$ cat config.mk
export PLATFORM = sky130hd
export DESIGN_NAME = switch_scan_ctrl_flat
export DESIGN_NICKNAME = d
export VERILOG_FILES = /design/src/rtl/switch_scan_ctrl_if.sv /design/src/rtl/switch_scan_ctrl.sv /design/src/flat_wrapper.sv
export SDC_FILE = /design/constraint.sdc
export NUM_CORES = 1
export LEC_CHECK = 0
export CAP_MARGIN = 20
export CORE_UTILIZATION = 36
export CTS_CLUSTER_SIZE = 24
export DETAILED_ROUTE_END_ITERATION = 12
export GPL_TIMING_DRIVEN = 1
export PLACE_DENSITY = 0.57
export SLEW_MARGIN = 20
export SYNTH_ARGS = -nofsm -noshare
export SYNTH_HDL_FRONTEND = slang
export SYNTH_SLANG_ARGS = --single-unit
$ cat constraint.sdc
create_clock -name sys_clock -period 5.1 [get_ports sys_clock]
set_clock_uncertainty 0.2 [all_clocks]
set_input_delay 1.53 -clock sys_clock [delete_from_list [all_inputs] [get_ports sys_clock]]
set_output_delay 1.53 -clock sys_clock [all_outputs]
set_load 0.01 [all_outputs]
$ cat src/rtl/switch_scan_ctrl_if.sv
// Switch-bank bundle: raw inputs in, debounced levels and edge pulses out.
// master = the scanning debouncer, slave = the consumer that drives raw inputs and reads results.
interface switch_scan_ctrl_if #(
    parameter int N = 4
);
    logic [N-1:0] switch_in;
    logic [N-1:0] switch_out;
    logic [N-1:0] press_pulse;
    logic [N-1:0] release_pulse;
    logic         scan_busy;
    logic         scan_done;

    modport master (
        input  switch_in,
        output switch_out,
        output press_pulse,
        output release_pulse,
        output scan_busy,
        output scan_done
    );

    modport slave (
        output switch_in,
        input  switch_out,
        input  press_pulse,
        input  release_pulse,
        input  scan_busy,
        input  scan_done
    );
endinterface

$ cat src/rtl/switch_scan_ctrl.sv
// Time-multiplexed debouncer: a prescaler tick starts a sweep that visits one channel per clock.
// Channel i updates i+2 clocks after the prescaler all-ones cycle; no backpressure, outputs are free-running.
module switch_scan_ctrl #(
    parameter int N            = 4,
    parameter int DIV_WIDTH    = 8,
    parameter int STABLE_COUNT = 8,
    parameter bit ACTIVE_LOW   = 1'b1
) (
    input  logic                 sys_clock,
    input  logic                 sys_rst_n,
    switch_scan_ctrl_if.master   sw
);
    localparam logic REL = ACTIVE_LOW;
    localparam int   CW  = $clog2(STABLE_COUNT);
    localparam int   IW  = (N > 1) ? $clog2(N) : 1;

    localparam logic [IW-1:0] LAST_IDX = IW'(N - 1);
    localparam logic [CW-1:0] CNT_MAX  = CW'(STABLE_COUNT - 1);

    // A tick during SCAN would be missed, so a sweep must finish inside one prescaler period.
    if (N < 1 || N > 16 || N >= (1 << DIV_WIDTH)) begin : g_bad_n
        $error("switch_scan_ctrl: N must be 1..16 and smaller than 2**DIV_WIDTH");
    end
    if (STABLE_COUNT < 2 || STABLE_COUNT > 15) begin : g_bad_count
        $error("switch_scan_ctrl: STABLE_COUNT must be 2..15");
    end

    typedef enum logic {
        IDLE = 1'b0,
        SCAN = 1'b1
    } state_t;

    state_t               r_state;
    logic [DIV_WIDTH-1:0] r_presc;
    logic [IW-1:0]        r_idx;
    logic [N-1:0]         r_sync1;
    logic [N-1:0]         r_sync2;
    logic [N-1:0]         r_out;
    logic [N-1:0]         r_press;
    logic [N-1:0]         r_rel;
    logic                 r_busy;
    logic                 r_done;
    logic [CW-1:0]        r_cnt [N];

    logic w_mismatch;
    logic w_cnt_full;

    assign w_mismatch = (r_sync2[r_idx] != r_out[r_idx]);
    assign w_cnt_full = (r_cnt[r_idx] == CNT_MAX);

    always_ff @(posedge sys_clock or negedge sys_rst_n) begin
        if (!sys_rst_n) begin
            r_state <= IDLE;
            r_presc <= '0;
            r_idx   <= '0;
            r_sync1 <= {N{REL}};
            r_sync2 <= {N{REL}};
            r_out   <= {N{REL}};
            r_press <= '0;
            r_rel   <= '0;
            r_busy  <= 1'b0;
            r_done  <= 1'b0;
            for (int i = 0; i < N; i++) begin
                r_cnt[i] <= '0;
            end
        end else begin
            r_sync1 <= sw.switch_in;
            r_sync2 <= r_sync1;
            r_presc <= r_presc + DIV_WIDTH'(1);
            r_press <= '0;
            r_rel   <= '0;
            r_done  <= 1'b0;

            case (r_state)
                IDLE: begin
                    if (r_presc == '1) begin
                        r_state <= SCAN;
                        r_idx   <= '0;
                        r_busy  <= 1'b1;
                    end
                end
                SCAN: begin
                    // Any sweep where the input agrees with the accepted level restarts the count.
                    if (w_mismatch) begin
                        if (w_cnt_full) begin
                            r_out[r_idx] <= r_sync2[r_idx];
                            r_cnt[r_idx] <= '0;
                            if (r_sync2[r_idx] != REL) begin
                                r_press[r_idx] <= 1'b1;
                            end else begin
                                r_rel[r_idx] <= 1'b1;
                            end
                        end else begin
                            r_cnt[r_idx] <= r_cnt[r_idx] + CW'(1);
                        end
                    end else begin
                        r_cnt[r_idx] <= '0;
                    end

                    if (r_idx == LAST_IDX) begin
                        r_state <= IDLE;
                        r_busy  <= 1'b0;
                        r_done  <= 1'b1;
                    end else begin
                        r_idx <= r_idx + IW'(1);
                    end
                end
                default: begin
                    r_state <= IDLE;
                end
            endcase
        end
    end

    assign sw.switch_out    = r_out;
    assign sw.press_pulse   = r_press;
    assign sw.release_pulse = r_rel;
    assign sw.scan_busy     = r_busy;
    assign sw.scan_done     = r_done;
endmodule
$ cat src/flat_wrapper.sv
// flat-port wrapper written by rule: the top's interface ports become plain ports
module switch_scan_ctrl_flat 
#(
    parameter int N            = 4,
    parameter int DIV_WIDTH    = 8,
    parameter int STABLE_COUNT = 8,
    parameter bit ACTIVE_LOW   = 1'b1
)
  (sys_clock, sys_rst_n, sw_switch_in, sw_switch_out, sw_press_pulse, sw_release_pulse, sw_scan_busy, sw_scan_done);
  switch_scan_ctrl_if #(.N(N)) sw_i ();
  input  logic sys_clock;
  input  logic sys_rst_n;
  input wire logic [$bits(sw_i.switch_in)-1:0] sw_switch_in;
  output wire logic [$bits(sw_i.switch_out)-1:0] sw_switch_out;
  output wire logic [$bits(sw_i.press_pulse)-1:0] sw_press_pulse;
  output wire logic [$bits(sw_i.release_pulse)-1:0] sw_release_pulse;
  output wire logic [$bits(sw_i.scan_busy)-1:0] sw_scan_busy;
  output wire logic [$bits(sw_i.scan_done)-1:0] sw_scan_done;
  assign sw_i.switch_in = sw_switch_in;
  assign sw_switch_out = sw_i.switch_out;
  assign sw_press_pulse = sw_i.press_pulse;
  assign sw_release_pulse = sw_i.release_pulse;
  assign sw_scan_busy = sw_i.scan_busy;
  assign sw_scan_done = sw_i.scan_done;
  switch_scan_ctrl #(.N(N), .DIV_WIDTH(DIV_WIDTH), .STABLE_COUNT(STABLE_COUNT), .ACTIVE_LOW(ACTIVE_LOW)) u_core (.sys_clock(sys_clock), .sys_rst_n(sys_rst_n), .sw(sw_i));
endmodule
==> summary.txt <==
Layout
  • Final nets: between 150 and 200
  • Finished Layout Cells: about 240
  • Layout filler cell count: 460
  • Final Core Density: 45.0%
  • Number of antenna repair diodes: 0
  • Fraction of final layout cells with drive strength greater than 1: between 10% and 20%
  • Layout Area Growth over Synthesis: 18.8%

Yosys
  • Number of storage elements in the synthesis netlist: 45
  • Post-synthesis cell type count: 34
  • Commonest cells in the netlist: 33 x sky130_fd_sc_hd__dfrtp_1, 12 x sky130_fd_sc_hd__dfstp_2, 11 x sky130_fd_sc_hd__a32o_1
  • Cell accounting for the most synthesized area: sky130_fd_sc_hd__dfrtp_1
  • Gate count of the mapped netlist: ~150
  • Average cell area after synthesis: around 14 µm²
  • Top-count cell post-synth: sky130_fd_sc_hd__dfrtp_1
  • Total standard cell area after synthesis: about 0.0020 mm²
  • Primary flip-flop cell chosen by synthesis mapping: sky130_fd_sc_hd__dfrtp_1
  • Syn Nets: ~160
  • Number of enable flip-flop cells after synthesis: 0
  • Share of synthesized registers carrying an async set or reset: 100%
  • Fraction of the yosys area taken by sequential cells: a little under 60%
  • Dominant cells by area after synthesis: sky130_fd_sc_hd__dfrtp_1 42%, sky130_fd_sc_hd__dfstp_2 16%, sky130_fd_sc_hd__a32o_1 5.6%
  • Yosys synthesis warning count: 0
  • Area share of the largest cell type after synthesis: roughly 42%

CTS
  • CTS Buf Count: 5
  • TritonCTS clock tree: built
  • Source-to-sink clock delay at the later pin of the worst-skew pair: about 0.29 ns
  • TritonCTS sink count: 45
  • Clock H-tree levels: 2
  • # resized after CTS: 0
  • Reg clk slew, reported paths: 0.08 ns
  • Root cell of the clock tree: sky130_fd_sc_hd__clkbuf_8
  • Hold-fix buffers at CTS: 0
  • Maximum count of clock buffers along a single path: 2
  • Buffer count from post-CTS setup fixing: 0

Setup path
  • Reg2Reg Setup Slack: 2.21 ns
  • Reg2reg end: u_core.r_cnt[3]
  • Critical path's slowest cell: sky130_fd_sc_hd__dfstp_2
  • Crit path arrival time: 1.43 ns
  • Start point of the critical path: u_core.sw.switch_out[2]
  • Number of buffers and inverters on the critical path: 1
  • Kind of critical path: flip-flop to output pin
  • Crit Path Max Fanout: 5
  • Crit-path leading delay family: flip-flops
  • Startpoint of the worst-slack reg-to-reg timing path: u_core.r_idx[0]
  • Startpoint type of the worst setup path: flip-flop
  • Worst Setup End Kind: output pin
  • Critical path, cell by cell: clkdlybuf4s50_1
  • Max stage delay on crit path: 0.59 ns
  • Worst reg2reg path depth: 6
  • Critical path required time: ~3.4 ns

Global routing
  • Maximum number of pins on one net before global-route repair: 46
  • Congestion Overflow GR: 0
  • Total routing resource utilization after global routing: ~14%
  • First-pass GRT wire length: a little under 6000 µm
  • Via count of the first global-routing pass: roughly 1200
  • Initial antenna violation count: 0

Timing
  • FMAX: roughly 0.32 GHz
  • Fraction of the cycle the final worst path needs: about 62%
  • Final Hold Slack: ~0.15 ns
  • Worst Max-Slew Pin Slew: 0.949 ns
  • Unrepaired setup endpoints after global routing: no
  • Post-layout min period: approximately 3.2 ns
  • Tightest slew margin relative to the limit: between 30 and 40%
  • Number of hold violations in the final report: 0
  • Final worst-path setup slack: 1.94 ns
  • Number of slew-limit violations in the final report: 0
  • Setup TNS Final: 0 ns
  • Number of endpoints failing setup at the final stage: 0

Drt
  • Length of the first detailed-routing pass in iterations: 4
  • Routed vias/inst: approximately 5
  • Wire length reported by the detailed router: 3560 µm
  • Violation count after the first detailed-routing iteration: 35
  • Post-route ant nets: 0
  • Drc violations: 0
  • Vias: 1221
  • Detailed-route wire length per cell: ~15 µm

Placed design
  • DPL Wire Length: 2560 µm
  • RePlAce Congestion: 0.798
  • Number of port buffers: 19
  • Number of instances in the placed design: between 200 and 250
  • Worst slack after detailed placement: approximately 2.2 ns

Worst hold path
  • Type of the most critical hold path: flip-flop to flip-flop
  • Hold Crit Endpoint: u_core.r_sync2[0]
  • Launch point of the worst hold path: u_core.r_sync1[0]
  • Hold Crit Depth: 0

Floorplanning
  • Starting Density: a little under two fifths
  • Row count: 26
  • Die width: roughly 76 µm
  • Ports: 20
  • Chip height: 75.8 µm
  • Area of the core: ~0.0052 mm²
  • Die area: between 0.005 and 0.006 mm²

Pwr
  • Largest voltage drop on the vdd net: ~0.13 mV
  • Power per unit of standard cell area: about 280 mW/mm²
  • Leakage component of the power: 1.08 nW
  • Reg power frac: a little under three fifths
  • Fraction of power consumed by the clock network: 41.8%
  • Net switching fraction of the power: a little under a fifth
  • Internal power: 0.000528 W
  • Combinational share of power: around 2.2%
  • Sw Pwr: 0.000122 W

Job
  • Number of max-cap violations: 0

Outcome
  • Run status: complete, no violations
-- layout by cell type (no fill, tap or decap), drive strengths merged, types with 4 or more instances in the layout --
master         synthesis  layout
nor2                  10      10
and2                   4       4
inv                    7       7
nand2                  9       9
a32o                  11      11
nand4                  5       5
dfstp                 12      12
and3                   4       4
xnor2                  7       7
clkdlybuf4s50          0      18
ha                     8       8
dfrtp                 33      33
mux4                   6       6
clkbuf                 1       7
-- sequential cells by signal, summed over array words and instances, names as in the netlist, 2 cells and up --
signal,count
u_core.r_sync2,4
u_core.sw.switch_out,4
u_core.r_presc,8
u_core.r_idx,2
u_core.r_cnt,12
u_core.sw.press_pulse,4
u_core.sw.release_pulse,4
u_core.r_sync1,4
-- power by group through the flow --
stage	Combinational (W)	Sequential [W]	Clock, W
floorplan	0.00000416	0.000370	0
global placement	0.0000147	0.000371	0
detailed placement	0.0000152	0.000371	0
CTS	0.0000152	0.000364	0.000283
global route	0.0000170	0.000365	0.000298
finish	0.0000145	0.000364	0.000272
-- routing by layer --
metal  vias to the layer above  share of wire (%)  routed length, µm  global-route usage (%)
met2                        25                 50               1790                    24.1
li1                        574                  -                  -                       -
met5                         -                  0                  0                       0
met3                         9                3.1                112                    4.37
met1                       613                 44               1560                    17.1
met4                         0                2.6                 91                    6.79
-- stage by stage --
| stage | total power (W) | instance area, µm² |
|---|---|---|
| 2_1_floorplan | 0.000375 | 1960 |
| 3_3_place_gp | 0.000385 | 2210 |
| 3_5_place_dp | 0.000386 | 2210 |
| 4_1_cts | 0.000663 | 2330 |
| 5_1_grt | 0.000680 | 2330 |
| 6_report | 0.000650 | 2330 |
-- cell type report --
class                      count  area, µm²  area share (%)
tap                           70       87.6            3.76
clock inverter                 1       30.0            1.29
inverter                       7       26.3            1.13
multi-input combinational     90        772            33.2
clock buffer                   7       86.3            3.71
timing repair buffer          19        185            7.95
sequential                    45       1140            49.0
-- how the worst max path moves through the flow --
stage,to,depth (start not counted)
2_1_floorplan,u_core.r_cnt[2],8
3_3_place_gp,sw_switch_out[2],1
3_5_place_dp,u_core.r_cnt[3],6
4_1_cts,sw_switch_out[2],1
5_1_grt,sw_switch_out[2],1
6_report,sw_switch_out[2],1
-- cells by family after synthesis --
group / Yosys count / synth area share (%)
multiplexers: 7 / 8.17
XOR/XNOR: 10 / 4.47
adder cells (fa/ha/maj): 8 / 5.11
AND/OR/NAND/NOR: 45 / 12.9
flip-flops: 45 / 58.2
buffers and inverters: 10 / 2.36
AO/OA/AOI/OAI: 20 / 8.75
(Power assumes the default switching activity.)
==> RTL change 1, RTL diff (config.mk and constraints unchanged) <==
`ACTIVE_LOW` is set to 1'b1 in 2 places; all go to 1'b0.
--- a/src/rtl/switch_scan_ctrl.sv
+++ b/src/rtl/switch_scan_ctrl.sv
@@ -4,7 +4,7 @@
     parameter int N            = 4,
     parameter int DIV_WIDTH    = 8,
     parameter int STABLE_COUNT = 8,
-    parameter bit ACTIVE_LOW   = 1'b1
+    parameter bit ACTIVE_LOW   = 1'b0
 ) (
     input  logic                 sys_clock,
     input  logic                 sys_rst_n,
--- a/src/flat_wrapper.sv
+++ b/src/flat_wrapper.sv
@@ -4,7 +4,7 @@
     parameter int N            = 4,
     parameter int DIV_WIDTH    = 8,
     parameter int STABLE_COUNT = 8,
-    parameter bit ACTIVE_LOW   = 1'b1
+    parameter bit ACTIVE_LOW   = 1'b0
 )
   (sys_clock, sys_rst_n, sw_switch_in, sw_switch_out, sw_press_pulse, sw_release_pulse, sw_scan_busy, sw_scan_done);
   switch_scan_ctrl_if #(.N(N)) sw_i ();
Check against the original RTL: not equivalent (Yosys sat finds a counterexample within 4 cycles, from zero or initial values and one cycle with sys_rst_n low).
==> RTL change 1 against the unedited design <==
Cell area shrank 2.1%; worst setup slack better by 0.12 ns; critical path depth did not move; routed wire length shrank 2.5%; total power fell by 10%; global-route usage shrank 0.41 points; synthesized area fell by 0.77%; sequential cell count stayed put; register-to-register slack got worse by 0.05 ns; largest cell class unchanged; highest routed layer unchanged.
==> RTL change 1: results (changes against the unedited design) <==
* Maximum ir drop on the vdd rail: 0.000114 V (was 0.000134 V)
* Drt via density: 5.10 (was 5.11)
- The routability congestion estimate was 0.756 (was 0.798).
- The count of cell types in the netlist is 33 (was 34).
* Met3 track demand over resource in global routing: 4.89% (was 4.37%)
- Met2 wire length: 1690 um (was 1790 um)
- Fraction of final layout cells with drive strength greater than 1: 8.88% (was 16.0%)
- Status: finished, final reports clean (unchanged)
- Worst reg2reg setup slack: 2.16 ns (was 2.21 ns)
- The transition at the pin with the smallest max-transition slack was 0.975 ns (was 0.949 ns).
- Wire length of the first global-routing pass: 5770 um (was 5910 um)
- The hold path startpoint was u_core.r_sync1[0]$_DFF_PN0_ (was u_core.r_sync1[0]$_DFF_PN1_).
- Initial DRC count: 40 (was 35)
- Portion of the layout cell area used by clock cells: 3.62% (was 5.00%)
* Cell family contributing the most delay on the critical path: buffers and inverters (was flip-flops)
- Flip-flop and latch area: 0.00113 sq mm (was 0.00114 sq mm)
- Detailed-route wire length: 3470 um (was 3560 um)
* List of most frequent post-synthesis cells: sky130_fd_sc_hd__dfrtp_1, sky130_fd_sc_hd__a32o_1, sky130_fd_sc_hd__nand2_1, sky130_fd_sc_hd__nor2_1, sky130_fd_sc_hd__ha_1 (was sky130_fd_sc_hd__dfrtp_1, sky130_fd_sc_hd__dfstp_2, sky130_fd_sc_hd__a32o_1, sky130_fd_sc_hd__nand2_1, sky130_fd_sc_hd__nor2_1)
* Post-Synthesis Mean Instance Area: 13.4 sq um (was 13.5 sq um)
- The biggest cell delay along the critical path is 0.57 ns (was 0.59 ns).
- Multi-input logic portion of the cell area: 33.9% (was 33.2%)
- The number of global-route vias before repair is 1,195 (was 1,234).
- Critical register-to-register path endpoint: u_core.r_cnt[0]$_DFFE_PN0P_ (was u_core.r_cnt[3]$_DFFE_PN0P_)
* Total routed wire length on the met1 layer: 1550 um (was 1560 um)
- Data arrival time of the critical path: 1.30 ns (was 1.43 ns)
- The fraction of area in non-clock buffers was 8.12% (was 7.95%).
- The total leakage power is 1.10 nW (was 1.08 nW).
- The post-detailed-route wirelength per cell is 14.5 um (was 14.9 um).
* Worst hold path endpoint: u_core.r_sync2[0]$_DFF_PN0_ (was u_core.r_sync2[0]$_DFF_PN1_)
- The proportion of synthesized chip area in sequential cells was 57.9% (was 58.2%).
* GRT Resource Usage Total: 14.1% (was 14.5%)
-- RTL change 1: worst max-delay path by stage --
stage,startpoint,end,slack [ns],depth (start not counted)
floorplan,u_core.r_idx[0]$_DFFE_PN0P_,u_core.r_cnt[2]$_DFFE_PN0P_,2.50,8
global placement,u_core.r_idx[0]$_DFFE_PN0P_,u_core.r_cnt[3]$_DFFE_PN0P_,2.35,6
finish,u_core.sw.switch_out[2]$_DFFE_PN0P_,sw_switch_out[2],2.07,1
CTS,u_core.sw.switch_out[1]$_DFFE_PN0P_,sw_switch_out[1],2.05,1
global route,u_core.r_idx[0]$_DFFE_PN0P_,u_core.r_cnt[0]$_DFFE_PN0P_,1.98,6
detailed placement,u_core.r_idx[0]$_DFFE_PN0P_,u_core.r_cnt[0]$_DFFE_PN0P_,2.17,6
-- RTL change 1: per-stage QoR --
step                      instance area [sq um]  setup WS, ns  power, mW  hold slack, ns
after floorplan                            1940          2.50      0.372           0.131
final                                      2280          2.07      0.585           0.155
after detailed placement                   2200          2.17      0.384           0.139
after global placement                     2200          2.35      0.383           0.135
after global routing                       2280          1.98      0.609           0.161
after CTS                                  2280          2.05      0.595           0.158
-- RTL change 1: report_power, final --
| part | leakage, nW | internal (mW) | switching, mW | total [mW] |
|---|---|---|---|---|
| Clock | 0.0450 | 0.0950 | 0.115 | 0.210 |
| Sequential | 0.596 | 0.360 | 0.00148 | 0.361 |
| Combinational | 0.454 | 0.00569 | 0.00896 | 0.0146 |
-- RTL change 1: cells by family after synthesis --
group	after synthesis	share of synthesized area (%)
compound gates	20	8.82
fa+ha+maj	8	5.15
buf+inv	10	2.38
xor+xnor	10	4.50
mux	7	8.24
simple gates	45	13.0
flops	45	57.9
==> RTL change 2, RTL diff (same settings) <==
Made on the original files. Make the reset (`sys_rst_n`) synchronous in one clocked block.
--- a/src/rtl/switch_scan_ctrl.sv
+++ b/src/rtl/switch_scan_ctrl.sv
@@ -48,7 +48,7 @@
     assign w_mismatch = (r_sync2[r_idx] != r_out[r_idx]);
     assign w_cnt_full = (r_cnt[r_idx] == CNT_MAX);
 
-    always_ff @(posedge sys_clock or negedge sys_rst_n) begin
+    always_ff @(posedge sys_clock) begin
         if (!sys_rst_n) begin
             r_state <= IDLE;
             r_presc <= '0;
Behaviour: no difference found for any inputs over 10 cycles, from zero or initial values and one cycle with sys_rst_n low; that may be too few to reach the edited logic, so the function may still have changed.
==> RTL change 2 against the unedited design <==
Routed wire length shrank 4.9%; synthesized area shrank 0.51%; combinational power grew 49%; total power grew 3.7%; sequential power grew 8.5%; first-iteration DRC count grew 110%; sequential cell count grew 2; register-to-register slack gained 0.37 ns; sequential share of layout area shrank 2.8 points; cell area shrank 1.3%; worst setup slack gained 0.15 ns; critical path type unchanged.
==> RTL change 2: results (changes against the unedited design) <==
* Worst Hold Path Cells: 1 (was 0)
- Cells after synthesis: 174 (was 145)
* List of most frequent post-synthesis cells: sky130_fd_sc_hd__dfxtp_1, sky130_fd_sc_hd__and2_1, sky130_fd_sc_hd__nand2b_1, sky130_fd_sc_hd__edfxtp_1, sky130_fd_sc_hd__inv_1 (was sky130_fd_sc_hd__dfrtp_1, sky130_fd_sc_hd__dfstp_2, sky130_fd_sc_hd__a32o_1, sky130_fd_sc_hd__nand2_1, sky130_fd_sc_hd__nor2_1)
* Leakage power summed over all cells: 0.851 nW (was 1.08 nW)
- Worst setup startpoint: u_core.sw.switch_out[3]$_SDFFE_PN1P_ (was u_core.sw.switch_out[2]$_DFFE_PN1P_)
- Count of warnings emitted by yosys: 0 (unchanged)
* Wire length of the first global-routing pass: 5660 um (was 5910 um)
- Inserted Clock Buffers: 5 (unchanged)
* Routability congestion estimate: 0.786 (was 0.798)
* Maximum ir drop on the vdd rail: 0.000185 V (was 0.000134 V)
* Status: finished, final reports clean (unchanged)
- The async set-or-reset flop fraction in the synthesized netlist was 0% (was 100%).
- Non-filler instance count after layout: 266 (was 239)
- Largest stage delay on the critical path: 0.57 ns (was 0.59 ns)
- Highest-delay cell along the critical path: sky130_fd_sc_hd__clkdlybuf4s50_1 (was sky130_fd_sc_hd__dfstp_2)
- The worst path arrival time was 1.28 ns (was 1.43 ns).
- The final layout net count is 208 (was 182).
- The net count after synthesis was 187 (was 159).
- Cell types occupying the most area after synthesis: sky130_fd_sc_hd__dfxtp_1, sky130_fd_sc_hd__edfxtp_1, sky130_fd_sc_hd__and2_1, sky130_fd_sc_hd__mux4_2, sky130_fd_sc_hd__ha_1 (was sky130_fd_sc_hd__dfrtp_1, sky130_fd_sc_hd__dfstp_2, sky130_fd_sc_hd__a32o_1, sky130_fd_sc_hd__mux4_1, sky130_fd_sc_hd__ha_1).
* Number of synthesized flops with an enable pin: 12 (was 0)
- Filler cells: 482 (was 460)
- Avg WL per Cell: 12.7 um (was 14.9 um)
- The largest delay contributor family on the critical path is buffers and inverters (was flip-flops).
* Hold WS: 0.209 ns (was 0.154 ns)
- Sequential share of the synthesized area: 54.4% (was 58.2%)
- The routed via count divided by cell count came to 4.76 (was 5.11).
- The switching fraction of total power came to 18.7% (was 18.8%).
- The number of antenna violations at the first check in global routing came to 0 (unchanged).
* Cell count after placement: 258 (was 231)
- HPWL Detailed: 2510 um (was 2560 um)
- The largest net degree at the start of global routing is 35 (was 46).
- Fraction of final layout cells with drive strength greater than 1: 7.65% (was 16.0%)
* Origin of the worst min-delay path: u_core.r_sync1[1]$_SDFF_PN1_ (was u_core.r_sync1[0]$_DFF_PN1_)
* Worst reg2reg setup slack: 2.58 ns (was 2.21 ns)
* Dominant synthesized flop cell: sky130_fd_sc_hd__dfxtp_1 (was sky130_fd_sc_hd__dfrtp_1)
* Post-synthesis cell type count: 36 (was 34)
- Tightest Pin Transition: 0.638 ns (was 0.949 ns)
RTL change 2: cell count changes after synthesis, sizes merged, moves of 4 or more:
cell	delta
a21oi	+5
a32o	-11
and2	+11
dfrtp	-33
dfstp	-12
dfxtp	+35
edfxtp	+12
nand2b	+13
nor3	+4
o21ai	+8
xnor2	-4
RTL change 2: final cells by class:
type                       count  share of cell area [%]
clock buffer                   7                    3.32
clock inverter                 1                    1.31
inverter                      10                    1.63
multi-input combinational    111                    35.1
sequential                    47                    46.2
tap                           70                    3.81
timing repair buffer          20                    8.61
RTL change 2: power groups by stage:
stage	clock network, mW	registers [mW]	logic (mW)
floorplan	0	0.402	0.0140
global placement	0	0.403	0.0211
detailed placement	0	0.404	0.0218
CTS	0.267	0.395	0.0220
global route	0.284	0.396	0.0246
finish	0.258	0.395	0.0216
RTL change 2: kinds of logic after synthesis:
logic type      Yosys count  synth area share [%]
simple gates             68                  19.9
flops                    47                  54.4
compound gates           23                  6.93
buf+inv                  16                  4.17
mux                       7                  7.00
fa+ha+maj                 7                  4.49
xor+xnor                  6                  3.08
RTL change 2: metrics by stage:
step / worst slack, ns / instance area [sq um]
after global placement: 1.89 / 2190
after global routing: 2.01 / 2300
final: 2.09 / 2300
after detailed placement: 1.85 / 2190
after CTS: 2.09 / 2300
after floorplan: 2.64 / 1950
RTL change 2: worst paths after layout:
check / end
min reg2reg: u_core.r_sync2[1]$_SDFF_PN1_
max: sw_switch_out[3]
min: u_core.r_sync2[1]$_SDFF_PN1_
max reg2reg: u_core.r_cnt[0][2]$_SDFFCE_PN0P_
RTL change 2: per-layer routing:
metal,global-route usage [%],wire length [um]
met1,17.8,1650
met2,22.0,1580
met3,3.97,99
met4,5.76,48
met5,0,0
